==> src/rtl/cmd_frame_rx.sv <==
// cmd_frame_rx: collects UART bytes into a command buffer, detects the CR,NL
// terminator and hands complete frames to the executor over valid/ready.
// Handles overflow, receive errors, inactivity timeout and UART reset pulses.
// Optional build macro CMD_FRAME_CHECKSUM_EN: the last payload byte is an XOR
// checksum of the preceding bytes; it is verified and stripped before delivery,
// and a csum_err output port is added.
module cmd_frame_rx #(
  parameter int BYTES          = 16,
  parameter int TIMEOUT_CYCLES = 50_000_000,
  parameter int LEN_BITS       = 5
) (
  input  logic                  sys_clk,
  input  logic                  rst_n,
  input  logic                  received,
  input  logic [7:0]            rx_byte,
  input  logic                  recv_error,
  output logic                  frame_valid,
  input  logic                  frame_ready,
  output logic [8*BYTES-1:0]    frame_data,
  output logic [LEN_BITS-1:0]   frame_len,
  output logic                  uart_rst,
  output logic                  overflow_err,
  output logic                  timeout_err,
  output logic                  drop_err
`ifdef CMD_FRAME_CHECKSUM_EN
  ,
  output logic                  csum_err
`endif
);

  localparam logic [7:0] CR = 8'h0d;
  localparam logic [7:0] NL = 8'h0a;
  localparam int CNT_W = $clog2(TIMEOUT_CYCLES + 1);
  localparam logic [CNT_W-1:0] CNT_LOAD = CNT_W'(TIMEOUT_CYCLES);

  typedef enum logic [2:0] {
    S_IDLE,
    S_RECV,
    S_GOT_CR,
    S_HOLD,
    S_DISCARD,
    S_DISC_CR
  } state_t;

  state_t              state;
  state_t              state_nxt;
  logic [7:0]          byte_buf [BYTES];
  logic [LEN_BITS-1:0] len;
  logic [LEN_BITS-1:0] idx1;
  logic [CNT_W-1:0]    cnt;

  logic                active;
  logic                tmo_hit;
  logic                wr0_en;
  logic [7:0]          wr0_dat;
  logic                wr1_en;
  logic [7:0]          wr1_dat;
  logic [1:0]          len_add;
  logic                clr;
  logic                ovf_nxt;
  logic                tmo_nxt;
  logic                drop_nxt;

  logic                uart_rst_q;
  logic                overflow_q;
  logic                timeout_q;
  logic                drop_q;

`ifdef CMD_FRAME_CHECKSUM_EN
  logic [7:0]          cks;
  logic                csum_nxt;
  logic                strip;
  logic                csum_q;
`endif

  // True when 'add' more data bytes still fit in the payload buffer.
  function automatic logic fits(input logic [LEN_BITS-1:0] cur, input int add);
    return (int'(cur) + add) <= BYTES;
  endfunction

  // The timeout counter only runs while a frame (or a discard) is in progress.
  assign active  = (state == S_RECV) || (state == S_GOT_CR) ||
                   (state == S_DISCARD) || (state == S_DISC_CR);
  assign tmo_hit = active && !received && (cnt == CNT_W'(1));
  assign idx1    = len + LEN_BITS'(1);

  // State register.
  always_ff @(posedge sys_clk or negedge rst_n) begin
    if (!rst_n) state <= S_IDLE;
    else        state <= state_nxt;
  end

  // Next-state logic plus buffer write and error-pulse requests.
  always_comb begin
    state_nxt = state;
    wr0_en    = 1'b0;
    wr0_dat   = rx_byte;
    wr1_en    = 1'b0;
    wr1_dat   = rx_byte;
    len_add   = 2'd0;
    clr       = 1'b0;
    ovf_nxt   = 1'b0;
    tmo_nxt   = 1'b0;
    drop_nxt  = 1'b0;
`ifdef CMD_FRAME_CHECKSUM_EN
    csum_nxt  = 1'b0;
    strip     = 1'b0;
`endif
    if (state != S_HOLD && recv_error) begin
      state_nxt = S_DISCARD;
      clr       = 1'b1;
    end else if (tmo_hit) begin
      state_nxt = S_IDLE;
      clr       = 1'b1;
      tmo_nxt   = 1'b1;
    end else begin
      case (state)
        S_IDLE: begin
          if (received) begin
            if (rx_byte == CR) begin
              state_nxt = S_GOT_CR;
            end else begin
              wr0_en    = 1'b1;
              len_add   = 2'd1;
              state_nxt = S_RECV;
            end
          end
        end
        S_RECV: begin
          if (received) begin
            if (rx_byte == CR) begin
              state_nxt = S_GOT_CR;
            end else if (fits(len, 1)) begin
              wr0_en  = 1'b1;
              len_add = 2'd1;
            end else begin
              ovf_nxt   = 1'b1;
              clr       = 1'b1;
              state_nxt = S_DISCARD;
            end
          end
        end
        S_GOT_CR: begin
          if (received) begin
            if (rx_byte == NL) begin
              if (len == '0) begin
                state_nxt = S_IDLE;
                clr       = 1'b1;
              end else begin
`ifdef CMD_FRAME_CHECKSUM_EN
                if (int'(len) >= 2 && cks == 8'h00) begin
                  state_nxt = S_HOLD;
                  strip     = 1'b1;
                end else begin
                  csum_nxt  = 1'b1;
                  state_nxt = S_IDLE;
                  clr       = 1'b1;
                end
`else
                state_nxt = S_HOLD;
`endif
              end
            end else if (rx_byte == CR) begin
              // The earlier CR turns out to be data; the new CR stays pending.
              if (fits(len, 1)) begin
                wr0_en  = 1'b1;
                wr0_dat = CR;
                len_add = 2'd1;
              end else begin
                ovf_nxt   = 1'b1;
                clr       = 1'b1;
                state_nxt = S_DISCARD;
              end
            end else begin
              // Pending CR and the new byte both land in one cycle.
              if (fits(len, 2)) begin
                wr0_en    = 1'b1;
                wr0_dat   = CR;
                wr1_en    = 1'b1;
                len_add   = 2'd2;
                state_nxt = S_RECV;
              end else begin
                ovf_nxt   = 1'b1;
                clr       = 1'b1;
                state_nxt = S_DISCARD;
              end
            end
          end
        end
        S_HOLD: begin
          if (frame_ready) begin
            state_nxt = S_IDLE;
            clr       = 1'b1;
          end
          if (received) drop_nxt = 1'b1;
        end
        S_DISCARD: begin
          if (received && rx_byte == CR) state_nxt = S_DISC_CR;
        end
        S_DISC_CR: begin
          if (received) begin
            if (rx_byte == NL) begin
              state_nxt = S_IDLE;
              clr       = 1'b1;
            end else if (rx_byte != CR) begin
              state_nxt = S_DISCARD;
            end
          end
        end
        default: begin
          state_nxt = S_IDLE;
          clr       = 1'b1;
        end
      endcase
    end
  end

  // Payload buffer: writes at len (and len+1 for a deferred CR), zeroed on clear.
  always_ff @(posedge sys_clk or negedge rst_n) begin
    if (!rst_n) begin
      for (int i = 0; i < BYTES; i++) byte_buf[i] <= 8'h00;
    end else if (clr) begin
      for (int i = 0; i < BYTES; i++) byte_buf[i] <= 8'h00;
    end else begin
      for (int i = 0; i < BYTES; i++) begin
        if (wr0_en && len == LEN_BITS'(i)) byte_buf[i] <= wr0_dat;
        if (wr1_en && idx1 == LEN_BITS'(i)) byte_buf[i] <= wr1_dat;
`ifdef CMD_FRAME_CHECKSUM_EN
        if (strip && (len - LEN_BITS'(1)) == LEN_BITS'(i)) byte_buf[i] <= 8'h00;
`endif
      end
    end
  end

  // Payload length counter.
  always_ff @(posedge sys_clk or negedge rst_n) begin
    if (!rst_n)   len <= '0;
    else if (clr) len <= '0;
`ifdef CMD_FRAME_CHECKSUM_EN
    else if (strip) len <= len - LEN_BITS'(1);
`endif
    else          len <= len + LEN_BITS'(len_add);
  end

  // Inactivity counter: reloads on any byte, runs only in active states.
  always_ff @(posedge sys_clk or negedge rst_n) begin
    if (!rst_n)                   cnt <= CNT_LOAD;
    else if (received || tmo_hit) cnt <= CNT_LOAD;
    else if (active)              cnt <= cnt - CNT_W'(1);
  end

  // Registered one-cycle error and UART reset pulses.
  always_ff @(posedge sys_clk or negedge rst_n) begin
    if (!rst_n) begin
      uart_rst_q <= 1'b0;
      overflow_q <= 1'b0;
      timeout_q  <= 1'b0;
      drop_q     <= 1'b0;
    end else begin
      uart_rst_q <= ovf_nxt | tmo_nxt;
      overflow_q <= ovf_nxt;
      timeout_q  <= tmo_nxt;
      drop_q     <= drop_nxt;
    end
  end

`ifdef CMD_FRAME_CHECKSUM_EN
  // Running XOR of stored payload bytes and the checksum-error pulse.
  always_ff @(posedge sys_clk or negedge rst_n) begin
    if (!rst_n) begin
      cks    <= 8'h00;
      csum_q <= 1'b0;
    end else begin
      csum_q <= csum_nxt;
      if (clr) cks <= 8'h00;
      else     cks <= cks ^ (wr0_en ? wr0_dat : 8'h00) ^ (wr1_en ? wr1_dat : 8'h00);
    end
  end

  assign csum_err = csum_q;
`endif

  for (genvar g = 0; g < BYTES; g++) begin : g_data
    assign frame_data[8*g +: 8] = byte_buf[g];
  end

  assign frame_valid  = (state == S_HOLD);
  assign frame_len    = len;
  assign uart_rst     = uart_rst_q;
  assign overflow_err = overflow_q;
  assign timeout_err  = timeout_q;
  assign drop_err     = drop_q;

endmodule

==> config.mk <==
export PLATFORM = sky130hd
export DESIGN_NAME = cmd_frame_rx
export DESIGN_NICKNAME = d
export VERILOG_FILES = /design/src/rtl/cmd_frame_rx.sv
export SDC_FILE = /design/constraint.sdc
export NUM_CORES = 1
export LEC_CHECK = 0
export ABC_AREA = 1
export CAP_MARGIN = 40
export CORE_AREA = 4 4 159 161
export DETAILED_ROUTE_END_ITERATION = 8
export DIE_AREA = 0 0 163 165
export HOLD_SLACK_MARGIN = 0.1
export PLACE_DENSITY = 0.74
export SETUP_SLACK_MARGIN = 0.3
export SLEW_MARGIN = 20
export SYNTH_ARGS = -nofsm -noshare
export SYNTH_HDL_FRONTEND = slang
export SYNTH_SLANG_ARGS = --single-unit
==> constraint.sdc <==
create_clock -name sys_clk -period 2.6 [get_ports sys_clk]
set_clock_uncertainty 0.05 [all_clocks]
set_input_delay 0.39 -clock sys_clk [delete_from_list [all_inputs] [get_ports sys_clk]]
set_output_delay 0.39 -clock sys_clk [all_outputs]
set_load 0.05 [all_outputs]
==> metrics.yaml <==
worst_setup_path:
  critPathRequiredTime_ns: 2.92
  worst_ep_arrival_time_ns: 2.80
  worst-setup-path-type: "flip-flop to flip-flop"
  crit_path_start_kind: "flip-flop"
  reg2reg_from: "frame_len[2]"
  endpoint_kind: "flip-flop"
  crit-reg2reg-capture: "frame_data[108]"
  r2r_setup_slack_ns: 0.13
  path_max_fanout: 8
  worstRegToRegCells: 17
placement:
  gp_congestion: 0.972
  dp.cells: 1831
  dp_slack_ns: -0.287
  hpwl_mm: 22.6
  io_buffers: 150
yosys:
  synth_area_um2: 9420
  synthCells: 1310
  synth.area.top_cells: "dfrtp_1, nand2_1, nor2_1"
  avgSynthCellArea_um2: 7.19
  dominantRegCellSynth: "dfrtp_1"
  synth_edf_count: 0
  yosys-top-cells-count: "nand2_1, nor2_1, dfrtp_1, nand3_1, nand4_1"
  synth.most_common_cell: "nand2_1"
  synthDominantCellAreaShare_pct: 40.9
  synth_nets: 1330
  yosysTopAreaCell: "dfrtp_1"
  synthDistinctLibCells: 38
  ys_ff_latch: 166
  synthArstFlopShare_pct: 100
  yosysWarningCount: 0
  ys_seq_area_share_pct: 44.2
power:
  cellPowerDensity_nw_per_um2: 579
  leakage_nw: 6.77
  ir_drop_mv: 0.590
min_path:
  hold_path_class: "flip-flop to flip-flop"
  hold_start: "frame_data[60]"
  hold-path-endpoint: "frame_data[60]"
  hold_depth: 2
finish:
  drive_gt1_share_pct: 23.4
  fin_nets: 1605
  layout.cells.non_filler: 1922
  diodes: 0
  area_growth_pct: 50.6
cts:
  clk_pin_slew_ns: 0.07
  cts_tree: "done"
  cts-buffers-inserted: 17
  clockRootBuffer: "clkbuf_16"
  numClockSinks: 166
  cts_max_level: 4
  clock_latency_ns: 0.44
  cts_buffer_depth: 2
detailed_routing:
  initialDrtViolationCount: 1058
  finalWirelength_mm: 35.7
  wl_per_cell_um: 18.6
  dr_total_vias: 10600
  antenna_left: 0
  drc: 0
  drtPass1Iterations: 8
  via_per_inst: 5.51
floorplan:
  core-area_um2: 24000
  die_area_um2: 26900
  dieWidth_um: 163
  die_h_um: 165
  core.rowCount: 57
  start_util_pct: 39.3
  io_pins: 151
grt:
  grt_max_degree: 86
  antenna_found_initial: 2
  grt_pass1_wl_mm: 51.9
  grt_pass1_vias: 9852
  grt_usage_pct: 24.4
  overflow: 0
timing:
  min_period_ns: 2.47
  whs_ns: 0.421
  slew_viol_final: 0
  hold_viol_final: 0
  setup_viol: 0
  rsz0062_at_grt: "true"
  fmax_mhz: 405
  slew_headroom_pct: 60.3
  setup_ws_ns: 0.129
  fin_crit_sh_pct: 95.0
  max_slew.worst_pin.slew_ns: 0.595
flow_run:
  drv_cap: 0
run_status:
  status: "finished clean"
## routing by layer
layer	GRT usage [%]	vias up	wire, µm
li1	-	4900	-
met1	32.2	5032	14100
met2	39.5	551	16800
met3	6.54	104	3370
met4	7.09	4	1370
met5	0	-	22
## final cells by class
type | count | area [µm²]
fillers | 2092 | 9770
multi-input cells | 1005 | 5440
clock buffers | 21 | 460
inverters | 86 | 333
repair buffers | 309 | 3260
well taps | 324 | 405
clock inverters | 11 | 101
flip-flops and latches | 166 | 4180
## metrics by stage
step / total power, mW / instance area, µm² / utilization, % / TNS, ns
3_3_place_gp: 5.37 / 12300 / 51.4 / -21.32
5_1_grt: 8.56 / 14200 / 59.2 / -0.0449
3_5_place_dp: 5.42 / 12300 / 51.4 / -24.64
6_report: 8.22 / 14200 / 59.2 / 0
4_1_cts: 7.97 / 13300 / 55.5 / 0
2_1_floorplan: 4.65 / 9930 / - / -0.107
## repair_timing
item / in CTS / in global routing
setup endpoints to repair: 138 / 144
gates cloned: 3 / 12
buffers inserted: 20 / 23
hold buffers: 1 / 0
resized for setup: 52 / 130
endpoints found under the hold margin: 154 / 0
pin swaps: 21 / 155
## state kept, by name (all words and copies together) (netlist names)
signal,flops
cnt,26
drop_err,1
frame_data,128
frame_len,5
overflow_err,1
state,3
timeout_err,1
uart_rst,1
## how the worst max path moves through the flow
stage                 startpoint         endpoint  depth (start not counted)
finish              frame_len[2]  frame_data[108]                         17
detailed placement    rx_byte[6]     frame_len[2]                         13
global placement      rx_byte[6]     frame_len[2]                         13
global route        frame_len[2]  frame_data[112]                         13
CTS                 frame_len[2]     frame_len[2]                         12
floorplan           frame_len[3]     frame_len[2]                         14
## where the power goes
| part | leakage (nW) | switching [mW] | internal (mW) | total [mW] |
|---|---|---|---|---|
| Sequential | 2.18 | 0.182 | 2.83 | 3.01 |
| Clock | 0.265 | 1.14 | 1.37 | 2.51 |
| Combinational | 4.32 | 1.78 | 0.924 | 2.70 |
| Total | 6.77 | 3.10 | 5.12 | 8.22 |
## critical path: stages, from the launching register on
cell and delay [ns]:
dfrtp_4 0.52, nand2_4 0.13, nor2_4 0.05, ha_4 0.29
inv_8 0.04, nand2_8 0.06, nand3_4 0.08, buf_6 0.13
nand2_2 0.04, nand2_1 0.04, nand2_1 0.06, nand2_2 0.09
a21oi_4 0.20, buf_6 0.16, buf_8 0.15, clkbuf_16 0.16
nand4_1 0.07, nand2_1 0.08
## layout by cell type, fill, tap and decap left out, types with 4 or more instances in the layout
master | synthesis | final
nand2_1 | 408 | 378
nor2_1 | 192 | 153
dfrtp_1 | 154 | 147
clkdlybuf4s50_1 | 0 | 137
buf_4 | 2 | 105
nand4_1 | 93 | 93
nand3_1 | 101 | 86
inv_1 | 73 | 66
o21ai_0 | 63 | 55
a21oi_1 | 55 | 50
nor2_2 | 7 | 29
nand2_2 | 10 | 28
clkbuf_16 | 0 | 25
nor2_4 | 4 | 21
buf_12 | 0 | 19
buf_6 | 1 | 18
inv_2 | 12 | 17
nand3_4 | 0 | 14
nor3_1 | 17 | 14
dfstp_2 | 12 | 12
nand3_2 | 10 | 11
nand2_4 | 0 | 10
nand4_4 | 0 | 10
o21ai_1 | 3 | 7
dlygate4sd2_1 | 0 | 6
a21oi_2 | 1 | 5
buf_8 | 0 | 5
dfrtp_2 | 0 | 5
dlymetal6s2s_1 | 0 | 5
o21a_1 | 4 | 4
o22ai_1 | 4 | 4
clkinvlp_4 | 0 | 4
buf_16 | 0 | 4
## cell families (layout without fill, tap and decap cells)
| kind of cell | Yosys count | in the layout | share of synthesized area (%) |
|---|---|---|---|
| compound gates | 136 | 136 | 7.59 |
| xor+xnor | 4 | 4 | 0.372 |
| fa+ha+maj | 7 | 7 | 1.01 |
| buf+inv | 139 | 427 | 5.92 |
| flops | 166 | 166 | 44.2 |
| simple gates | 858 | 858 | 40.9 |
(Power assumes the default switching activity.)
